`src/rtl/pipeline_pkg.sv`:
```
// Shared pipeline definitions: memory-stage FSM states, writeback select
// codes, the default bus timeout and the writeback mux helper.
package pipeline_pkg;

    typedef enum logic [1:0] {
        ST_IDLE = 2'b00,
        ST_REQ  = 2'b01,
        ST_DONE = 2'b10
    } mem_state_e;

    // MemtoReg writeback select codes (2'b11 falls back to the ALU result)
    localparam logic [1:0] MTR_ALU = 2'b00;
    localparam logic [1:0] MTR_MEM = 2'b01;
    localparam logic [1:0] MTR_PC4 = 2'b10;

    // Cycles to wait for bus_ack before aborting; fits the 8-bit wait counter
    localparam int TIMEOUT_DEFAULT = 255;

    function automatic logic [31:0] wb_select(
        input logic [1:0]  memtoreg,
        input logic [31:0] alu_out,
        input logic [31:0] load_data,
        input logic [31:0] pc_plus_4
    );
        case (memtoreg)
            MTR_ALU: return alu_out;
            MTR_MEM: return load_data;
            MTR_PC4: return pc_plus_4;
            default: return alu_out;
        endcase
    endfunction

endpackage

```
`src/rtl/MEM_WB_Reg.sv`:
```
// MEM/WB pipeline register: takes the memory-stage result when the stage
// advances and inserts a bubble while the stage is stalled.
module MEM_WB_Reg (
    input  logic        clk,
    input  logic        reset,
    input  logic        i_load,
    input  logic        i_reg_write,
    input  logic [4:0]  i_write_addr,
    input  logic [31:0] i_write_data,
    output logic        o_reg_write,
    output logic [4:0]  o_write_addr,
    output logic [31:0] o_write_data
);

    logic        r_reg_write;
    logic [4:0]  r_write_addr;
    logic [31:0] r_write_data;

    // Load the stage result on advance, otherwise clear to a bubble
    always_ff @(posedge clk or negedge reset) begin
        if (!reset) begin
            r_reg_write  <= 1'b0;
            r_write_addr <= 5'd0;
            r_write_data <= 32'd0;
        end else if (i_load) begin
            r_reg_write  <= i_reg_write;
            r_write_addr <= i_write_addr;
            r_write_data <= i_write_data;
        end else begin
            r_reg_write  <= 1'b0;
            r_write_addr <= 5'd0;
            r_write_data <= 32'd0;
        end
    end

    assign o_reg_write  = r_reg_write;
    assign o_write_addr = r_write_addr;
    assign o_write_data = r_write_data;

endmodule

```
`src/rtl/mem_access_unit.sv`:
```
// Memory stage: issues one data-bus request per aligned load/store, stalls
// the front of the pipeline until the ack (or timeout), and feeds MEM/WB.
module mem_access_unit
    import pipeline_pkg::*;
#(
    parameter int TIMEOUT = TIMEOUT_DEFAULT
) (
    input  logic        clk,
    input  logic        reset,
    input  logic        MEM_MemRead,
    input  logic        MEM_MemWrite,
    input  logic        MEM_RegWrite,
    input  logic [31:0] MEM_ALU_out,
    input  logic [31:0] MEM_WriteData,
    input  logic [31:0] MEM_PC_Plus_4,
    input  logic [4:0]  MEM_WriteAddr,
    input  logic [1:0]  MEM_MemtoReg,
    output logic        bus_req,
    output logic        bus_we,
    output logic [31:0] bus_addr,
    output logic [31:0] bus_wdata,
    input  logic [31:0] bus_rdata,
    input  logic        bus_ack,
    output logic        mem_stall,
    output logic        WB_RegWrite,
    output logic [4:0]  WB_WriteAddr,
    output logic [31:0] WB_WriteData,
    output logic        mem_misalign,
    output logic        bus_error
);

    localparam logic [7:0] TIMEOUT_CNT = 8'(TIMEOUT);

    mem_state_e  r_state;
    logic        r_bus_req;
    logic        r_bus_we;
    logic [31:0] r_bus_addr;
    logic [31:0] r_bus_wdata;
    logic [31:0] r_rdata;
    logic [7:0]  r_cnt;
    logic        r_misalign;
    logic        r_bus_error;

    logic        w_access;
    logic        w_aligned;
    logic        w_start;
    logic        w_misalign;
    logic [7:0]  w_cnt_next;
    logic        w_expire;
    logic        w_stall;
    logic        w_suppress;
    logic        w_wb_reg_write;
    logic [4:0]  w_wb_addr;
    logic [31:0] w_wb_data;

    assign w_access   = MEM_MemRead | MEM_MemWrite;
    assign w_aligned  = (MEM_ALU_out[1:0] == 2'b00);
    assign w_start    = (r_state == ST_IDLE) && w_access && w_aligned;
    assign w_misalign = (r_state == ST_IDLE) && w_access && !w_aligned;
    assign w_cnt_next = r_cnt + 8'd1;
    // Ack wins over expiry when both land on the last permitted wait cycle
    assign w_expire   = (r_state == ST_REQ) && !bus_ack && (w_cnt_next == TIMEOUT_CNT);

    // Held low during reset so the pipeline sees no stall while the unit is cleared
    assign w_stall    = reset && ((r_state == ST_REQ) || w_start);

    // A misaligned access (this cycle) or a timed-out access (in DONE) writes nothing back
    assign w_suppress     = w_misalign | r_bus_error;
    assign w_wb_reg_write = MEM_RegWrite & ~w_suppress;
    assign w_wb_addr      = w_suppress ? 5'd0 : MEM_WriteAddr;
    assign w_wb_data      = w_suppress ? 32'd0
                          : wb_select(MEM_MemtoReg, MEM_ALU_out, r_rdata, MEM_PC_Plus_4);

    // Bus FSM: latch the request in IDLE, hold it through REQ, settle in DONE
    always_ff @(posedge clk or negedge reset) begin
        if (!reset) begin
            r_state     <= ST_IDLE;
            r_bus_req   <= 1'b0;
            r_bus_we    <= 1'b0;
            r_bus_addr  <= 32'd0;
            r_bus_wdata <= 32'd0;
            r_rdata     <= 32'd0;
            r_cnt       <= 8'd0;
            r_misalign  <= 1'b0;
            r_bus_error <= 1'b0;
        end else begin
            // NOTE: state is updated with <= so every register samples pre-edge values.
            r_misalign  <= w_misalign;
            r_bus_error <= w_expire;
            case (r_state)
                ST_IDLE: begin
                    if (w_start) begin
                        r_state     <= ST_REQ;
                        r_bus_req   <= 1'b1;
                        r_bus_we    <= MEM_MemWrite;
                        r_bus_addr  <= MEM_ALU_out;
                        r_bus_wdata <= MEM_WriteData;
                        r_cnt       <= 8'd0;
                    end
                end
                ST_REQ: begin
                    if (bus_ack) begin
                        r_rdata   <= bus_rdata;
                        r_state   <= ST_DONE;
                        r_bus_req <= 1'b0;
                    end else if (w_expire) begin
                        r_state   <= ST_DONE;
                        r_bus_req <= 1'b0;
                    end else begin
                        r_cnt <= w_cnt_next;
                    end
                end
                ST_DONE: r_state <= ST_IDLE;
                default: r_state <= ST_IDLE;
            endcase
        end
    end

    MEM_WB_Reg u_mem_wb (
        .clk          (clk),
        .reset        (reset),
        .i_load       (!w_stall),
        .i_reg_write  (w_wb_reg_write),
        .i_write_addr (w_wb_addr),
        .i_write_data (w_wb_data),
        .o_reg_write  (WB_RegWrite),
        .o_write_addr (WB_WriteAddr),
        .o_write_data (WB_WriteData)
    );

    assign bus_req      = r_bus_req;
    assign bus_we       = r_bus_we;
    assign bus_addr     = r_bus_addr;
    assign bus_wdata    = r_bus_wdata;
    assign mem_stall    = w_stall;
    assign mem_misalign = r_misalign;
    assign bus_error    = r_bus_error;

endmodule

```
`config.mk`:
```
export PLATFORM = sky130hd
export DESIGN_NAME = mem_access_unit
export DESIGN_NICKNAME = d
export VERILOG_FILES = /design/src/rtl/pipeline_pkg.sv /design/src/rtl/MEM_WB_Reg.sv /design/src/rtl/mem_access_unit.sv
export SDC_FILE = /design/constraint.sdc
export NUM_CORES = 1
export LEC_CHECK = 0
export ABC_AREA = 1
export CORE_ASPECT_RATIO = 0.8
export CORE_MARGIN = 1.5
export CORE_UTILIZATION = 43
export CTS_BUF_LIST = sky130_fd_sc_hd__clkbuf_16
export DETAILED_ROUTE_END_ITERATION = 12
export GPL_ROUTABILITY_DRIVEN = 0
export PLACE_DENSITY = 0.79
export RECOVER_POWER = 100
export SETUP_SLACK_MARGIN = 0.05
export SYNTH_ARGS = -nofsm -noshare
export SYNTH_HDL_FRONTEND = slang
export SYNTH_SLANG_ARGS = --single-unit
export TNS_END_PERCENT = 10
```
`constraint.sdc`:
```
create_clock -name clk -period 1.85 [get_ports clk]
set_input_delay 0.2775 -clock clk [delete_from_list [all_inputs] [get_ports clk]]
set_output_delay 0.2775 -clock clk [all_outputs]
set_load 0.01 [all_outputs]
```
Word-level counts from Yosys, hierarchy flattened
Cells that the tools add are included.
Storage, ports and cells
  bits of input ports: 141
  register bits: 148
  word-level logic and storage cells: 60
  output and inout port bits: 107
Operators by class
  equal/unequal tests: 8
  bitwise logic cells: 4
  reduce and logical (&&, ||, !) cells: 17
  add/subtract/negate cells: 1
  muxes and demuxes: 18
Operators with widths (number)
  2-to-1 mux 32 bit: 2
  case mux 32 bit (2 select lines): 1
  2-to-1 mux 8 bit: 3
  case mux 8 bit (2 select lines): 1
  2-to-1 mux 5 bit: 2
  adder 8 x 1 -> 8 bit, second input constant: 1
  equality test 8 bit, second input constant: 1
  logical AND 1 bit: 6
  2-to-1 mux 2 bit: 3
  != test 2 bit, second input constant: 3
  AND reduction 2 bit: 3
  equality test 2 x 1 -> 1 bit, second input constant: 2
  zero test 2 bit: 2
  2-to-1 mux 1 bit: 4
  case mux 2 bit (2 select lines): 1
  AND reduction 4 bit: 1
  != test 3 bit, second input constant: 1
  AND reduction 3 bit: 1
  equality test 2 bit, second input constant: 1
  zero test 1 bit: 2
  bitwise OR 1 bit: 2
  case mux 1 bit (2 select lines): 1
  nonzero test 2 bit: 1
  bitwise AND 1 bit: 1
  2 further kinds: 2

Longest topological paths before layout
Gate-level depths: netlist of run 1.
  word-level depth: 7
  mapped depth: 12
  depth with buffers taken out: 12

By module
A second synthesis of run 1 with hierarchy kept.
Unflattened totals
  cells, all modules: 593
  area total of the unflattened synthesis: 6590.1 sq um
Modules (own cells, without submodules)
  mem_access_unit: instances 1, area an instance 5318.9 sq um, sequential area each 2752.6 sq um, cells an instance 475
  MEM_WB_Reg: instances 1, area an instance 1271.2 sq um, sequential area each 950.9 sq um, cells an instance 118

Worst setup path before layout of run 1
No wires, ideal clock.
  path kind: in2reg
  start: input port MEM_MemtoReg[0]
  end: register u_mem_wb.r_write_data[10], in the netlist u_mem_wb.o_write_data[10]
  path buffers: 2
  library setup time: 131 ps
  data required time: 1719 ps
  cell stages on the path: 6
  setup slack: 290 ps
  arrival time: 1430 ps
  path through: inv_1 -> ha_1 -> buf_2 -> buf_1 -> mux2i_1 -> nor2_1
On the way
  word-level cells in the longest chain between the ends: 4
  elaborated cells between the ends (all ways): 5
  classes of those cells: eq/ne (2); mux (3)
RTL lines
  start: declaration: RTL line mem_access_unit.sv:17  | input logic [1:0] MEM_MemtoReg,
  equality test 2 bit or equality test 2 x 1 -> 1 bit (tied branches): RTL line pipeline_pkg.sv:25  | case (memtoreg)
  case mux 32 bit (2 select lines) (*): RTL line pipeline_pkg.sv:25
  2-to-1 mux 32 bit (*): RTL line mem_access_unit.sv:71  | assign w_wb_data = w_suppress ? 32'd0
  2-to-1 mux 32 bit (*): RTL line MEM_WB_Reg.sv:25  | end else if (i_load) begin
  end signal: assignment: RTL line MEM_WB_Reg.sv:28  | r_write_data <= i_write_data;
  end: declaration: RTL line MEM_WB_Reg.sv:17  | logic [31:0] r_write_data;
Every way passes the cells marked *; elsewhere a longest branch is shown, timed or not.
A chain may end at the register's enable or synchronous reset.

Final worst setup path of run 1
  start: input port MEM_MemWrite
  end: register r_bus_addr[30], in the netlist bus_addr[30]
On the way
  word-level cells in the longest chain between the ends: 4
RTL lines
  start: declaration: RTL line mem_access_unit.sv:11  | input logic MEM_MemWrite,
  bitwise OR 1 bit: RTL line mem_access_unit.sv:56  | assign w_access = MEM_MemRead | MEM_MemWrite;
  logical AND 1 bit (2 in a row): RTL line mem_access_unit.sv:58  | assign w_start = (r_state == ST_IDLE) && w_access && w_aligned;
  AND reduction 2 bit (no line)
  end signal: assignment: RTL line mem_access_unit.sv:96  | r_bus_addr <= MEM_ALU_out;
  end: declaration: RTL line mem_access_unit.sv:37  | logic [31:0] r_bus_addr;
No other way between the ends.

==> results of run 1 <==
[where the power goes]
group / total, mW / internal, mW / leakage, nW / switching, mW
clock: 3.36 / 1.99 / 0.274 / 1.37
sequential: 4.74 / 4.24 / 1.82 / 0.496
combinational: 3.33 / 1.98 / 2.25 / 1.35
[worst paths after layout]
check,startpoint,end,slack [ns],cells after the start
hold reg to reg,bus_addr[1]$_DFFE_PN0P_,bus_addr[1]$_DFFE_PN0P_,0.46,2
min in group clk,MEM_RegWrite,u_mem_wb.o_reg_write$_DFF_PN0_,0.38,3
max in group asynchronous,reset,r_rdata[16]$_DFFE_PN0P_,0.29,3
setup / recovery,MEM_MemWrite,bus_addr[30]$_DFFE_PN0P_,0.09,6
setup reg to reg,r_state[1]$_DFFE_PN0P_,u_mem_wb.o_write_data[7]$_DFF_PN0_,0.19,6
hold / removal,reset,r_cnt[5]$_DFFE_PN0P_,0.29,2
[per-stage QoR]
stage	worst slack [ns]	std cells	total power, mW	hold slack (ns)
floorplan	0.290	473	6.30	-0.0181
global placement	-0.211	896	8.24	0.0991
detailed placement	-0.225	896	8.40	0.101
CTS	0.0585	929	11.8	0.271
global route	0.0359	929	12.1	0.287
finish	0.0915	929	11.4	0.292
[what timing repair did]
action / 4_1_cts / 5_1_grt
setup endpoints to repair: 1 / 12
gates resized for setup: 6 / 7
buffers inserted: 0 / 0
pin swaps: 0 / 0
hold endpoints to repair: 9 / 0
hold buffers: 1 / 0
[cells by family (layout without fill, tap and decap cells)]
logic type | after synthesis | in the layout
XOR/XNOR | 1 | 1
AO/OA/AOI/OAI | 36 | 36
AND/OR/NAND/NOR | 114 | 114
flip-flops | 148 | 148
buffers and inverters | 43 | 319
adder cells (fa/ha/maj) | 4 | 4
multiplexers | 127 | 127
[worst register-to-register path: cells and delay by family (launching register included)]
| kind | cells | cell delay (ns) |
|---|---|---|
| DFF | 1 | 0.43 |
| buffers and inverters | 1 | 0.43 |
| and+or+nand+nor | 4 | 0.52 |
| AOI/OAI and AO/OA | 1 | 0.16 |
[flip-flops by register name (all words and copies together) (netlist names), 2 cells and up]
| register | count |
|---|---|
| u_mem_wb.o_write_data | 32 |
| bus_wdata | 32 |
| bus_addr | 32 |
| r_cnt | 8 |
| u_mem_wb.o_write_addr | 5 |
| r_state | 2 |
| r_rdata | 32 |
[layout make-up]
type                            count  share of cell area (%)
Clock buffer                       17                    4.46
Clock inverter                     15                    1.64
Inverter                           18                   0.708
Multi-Input combinational cell    282                    23.8
Sequential cell                   148                    38.9
Tap cell                          180                    2.36
Timing Repair Buffer              269                    28.2
[layout by cell type, fill, tap and decap left out, drive strengths merged]
master / count
a211o: 1
a21oi: 1
a22o: 32
buf: 15
bufinv: 2
clkbuf: 25
clkdlybuf4s50: 139
clkinv: 5
clkinvlp: 4
dfrtp: 148
dlygate4sd3: 107
ha: 4
inv: 22
mux2: 95
mux2i: 32
nand2: 41
nand3: 15
nand3b: 1
nand4: 2
nor2: 53
nor3: 1
o21bai: 2
or2: 1
xnor2: 1
[routing by layer]
layer / share of wire, % / track usage [%]
met1: 39 / 27.1
met2: 51 / 40.1
met4: 2.5 / 9.35
met3: 7.5 / 7.05
met5: 0 / 0
==> results by group, run 1 <==
Route
  – Iteration count of the initial detailed-routing pass: 5
  – Number of vias in the routed layout: 4700
  – Post-detailed-route wirelength per cell: 17.9 µm
  – Detailed Route WL: 16700 µm
  – Antenna-violating nets left: 0
  – Post-detailed-route DRC marker count: 0
  – Count of routing violations after the opening detailed-route iteration: 309
  – Avg Vias per Cell: 5.06

Timing
  – Max-slew violation total from the final report: 0
  – RSZ-0062 raised after global routing: false
  – Final hold violation count: 0
  – Aggregate negative setup slack: 0 ns
  – Maximum clock frequency: ~0.57 GHz
  – Count of endpoints failing setup in the final report: 0
  – Post-layout minimum cycle time: 1.76 ns
  – Share of the cycle needed by the critical path after routing: ~95%
  – Worst rel slew slack: 30.1%
  – Slew at the pin closest to its max-slew limit: about 1.0 ns
  – Skew final: 0.00477 ns

Pwr
  – Static leakage: approximately 4.3 nW
  – Power density over the cells: 1200 mW/mm²
  – Peak supply drop: 769 µV

Logic synthesis
  – Cells after Synth: 473
  – Compound-gate portion of the synthesized area: 5.04%
  – Ys Warns: 0
  – Synthesis-stage register bit count: 148
  – Post-synthesis share of cell area spent on and, or, nand and nor gates: 7.78%
  – FFs w/ async S/R, synth: 100%
  – Post-synth EDFFs: 0
  – Cell area after synthesis: 0.00613 mm²
  – Largest cells by area after synthesis: dfrtp_1 (60%), mux2_2 (17%), mux2i_1 (5.2%)
  – Average cell area after synthesis: 13.0 µm²
  – Mux share of post-synthesis cell area: between 20% and 30%
  – Leading register cell type out of synthesis: dfrtp_1
  – Xor/xnor share of the synthesized area: 0.143%
  – Fraction of the yosys area taken by sequential cells: 60.4%
  – Distinct cell type count after synthesis: 25
  – Post-synthesis net count: 618
  – Top cells by instance count after synthesis: dfrtp_1 (148), mux2_2 (95), nor2_1 (53)
  – Cell taking the most area after synthesis: dfrtp_1
  – Top-area cell type share of the netlist area: between 60% and 70%
  – Combinational family with the most area after synthesis: multiplexers
  – Most frequently used cell type in the post-synthesis netlist: dfrtp_1
  – Adder and majority cell fraction of the synthesized area: 0.816%

Die
  – Full die area: 0.0150 mm²
  – Starting Density: between 40 and 50%
  – Area inside the core boundary: around 0.014 mm²
  – Chip height: 110 µm
  – Die X-Extent: 136 µm
  – Number of cell rows: 38
  – # IOs: ~250

Critical path
  – Slowest cell delay on critical path: about 0.43 ns
  – Sort of element at the end of the critical path: register
  – Cell with the most instances on the worst path: buf_4
  – Cells along the critical path: clkdlybuf4s50_1 -> or2_1 -> nand3_4 -> buf_4 -> buf_4 -> mux2_2
  – Worst path top cell family by delay: buffers and inverters
  – Highest net fanout along the worst path: 32
  – Crit Path Class: input port to register
  – Crit path buffers/inverters: 3
  – Critical path required time: 2.15 ns
  – Cell with the biggest individual delay on the critical path: clkdlybuf4s50_1
  – Arrival time of data at the critical path endpoint: ~2.1 ns
  – Startpoint types: input port

Final layout
  – Number of diodes: 0
  – Register area: 0.00371 mm²
  – FILL cells: 963
  – Post-Route Utilization: 69.4%
  – Relative area change from synthesis to final layout: 55.6%
  – Proportion of layout cells with a drive suffix above 1: a little over a fifth
  – Area taken by multi-input logic gates: about 0.0023 mm²
  – Number of nets in the final layout: 881
  – Final instance area: 0.00954 mm²

Clocking
  – Library cell used as clock root buffer: clkbuf_16
  – Clock transition at the registers of the reported paths: 0.06 ns
  – CTS Sinks: 148
  – Clock buffer count from CTS: 17
  – TritonCTS clock tree: built
  – Clock latency at the later pin of the worst-skew pair: 0.41 ns
  – H-tree depth: 4
  – Buffers from clock root to sink, at most: 2

GRT
  – Antenna violations before repair: 0
  – Overflow after GRT: 0
  – Largest net degree at the start of global routing: 78
  – Wire length of the first global-routing pass: 25900 µm
  – Via count of the first global-routing pass: between 4000 and 5000
  – Overall track demand over capacity in global routing: 23.2%

Outcome
  – Result of the run: finished, final reports clean

Worst hold path
  – Worst hold-check path type: input port to async pin

Place
  – PortBufs: 247
  – Total placed instance area: ~0.0090 mm²
  – HPWL Detailed: approximately 12000 µm

Run
  – Max-cap violations: 0
No activity file was read; power rests on OpenSTA's default activity.
==> inputs of run 2 (changes only) <==
Settings changed: CAP_MARGIN set to 20.
==> results of run 2 <==
No change in the layout: final DEF, timing and power equal those of run 1.
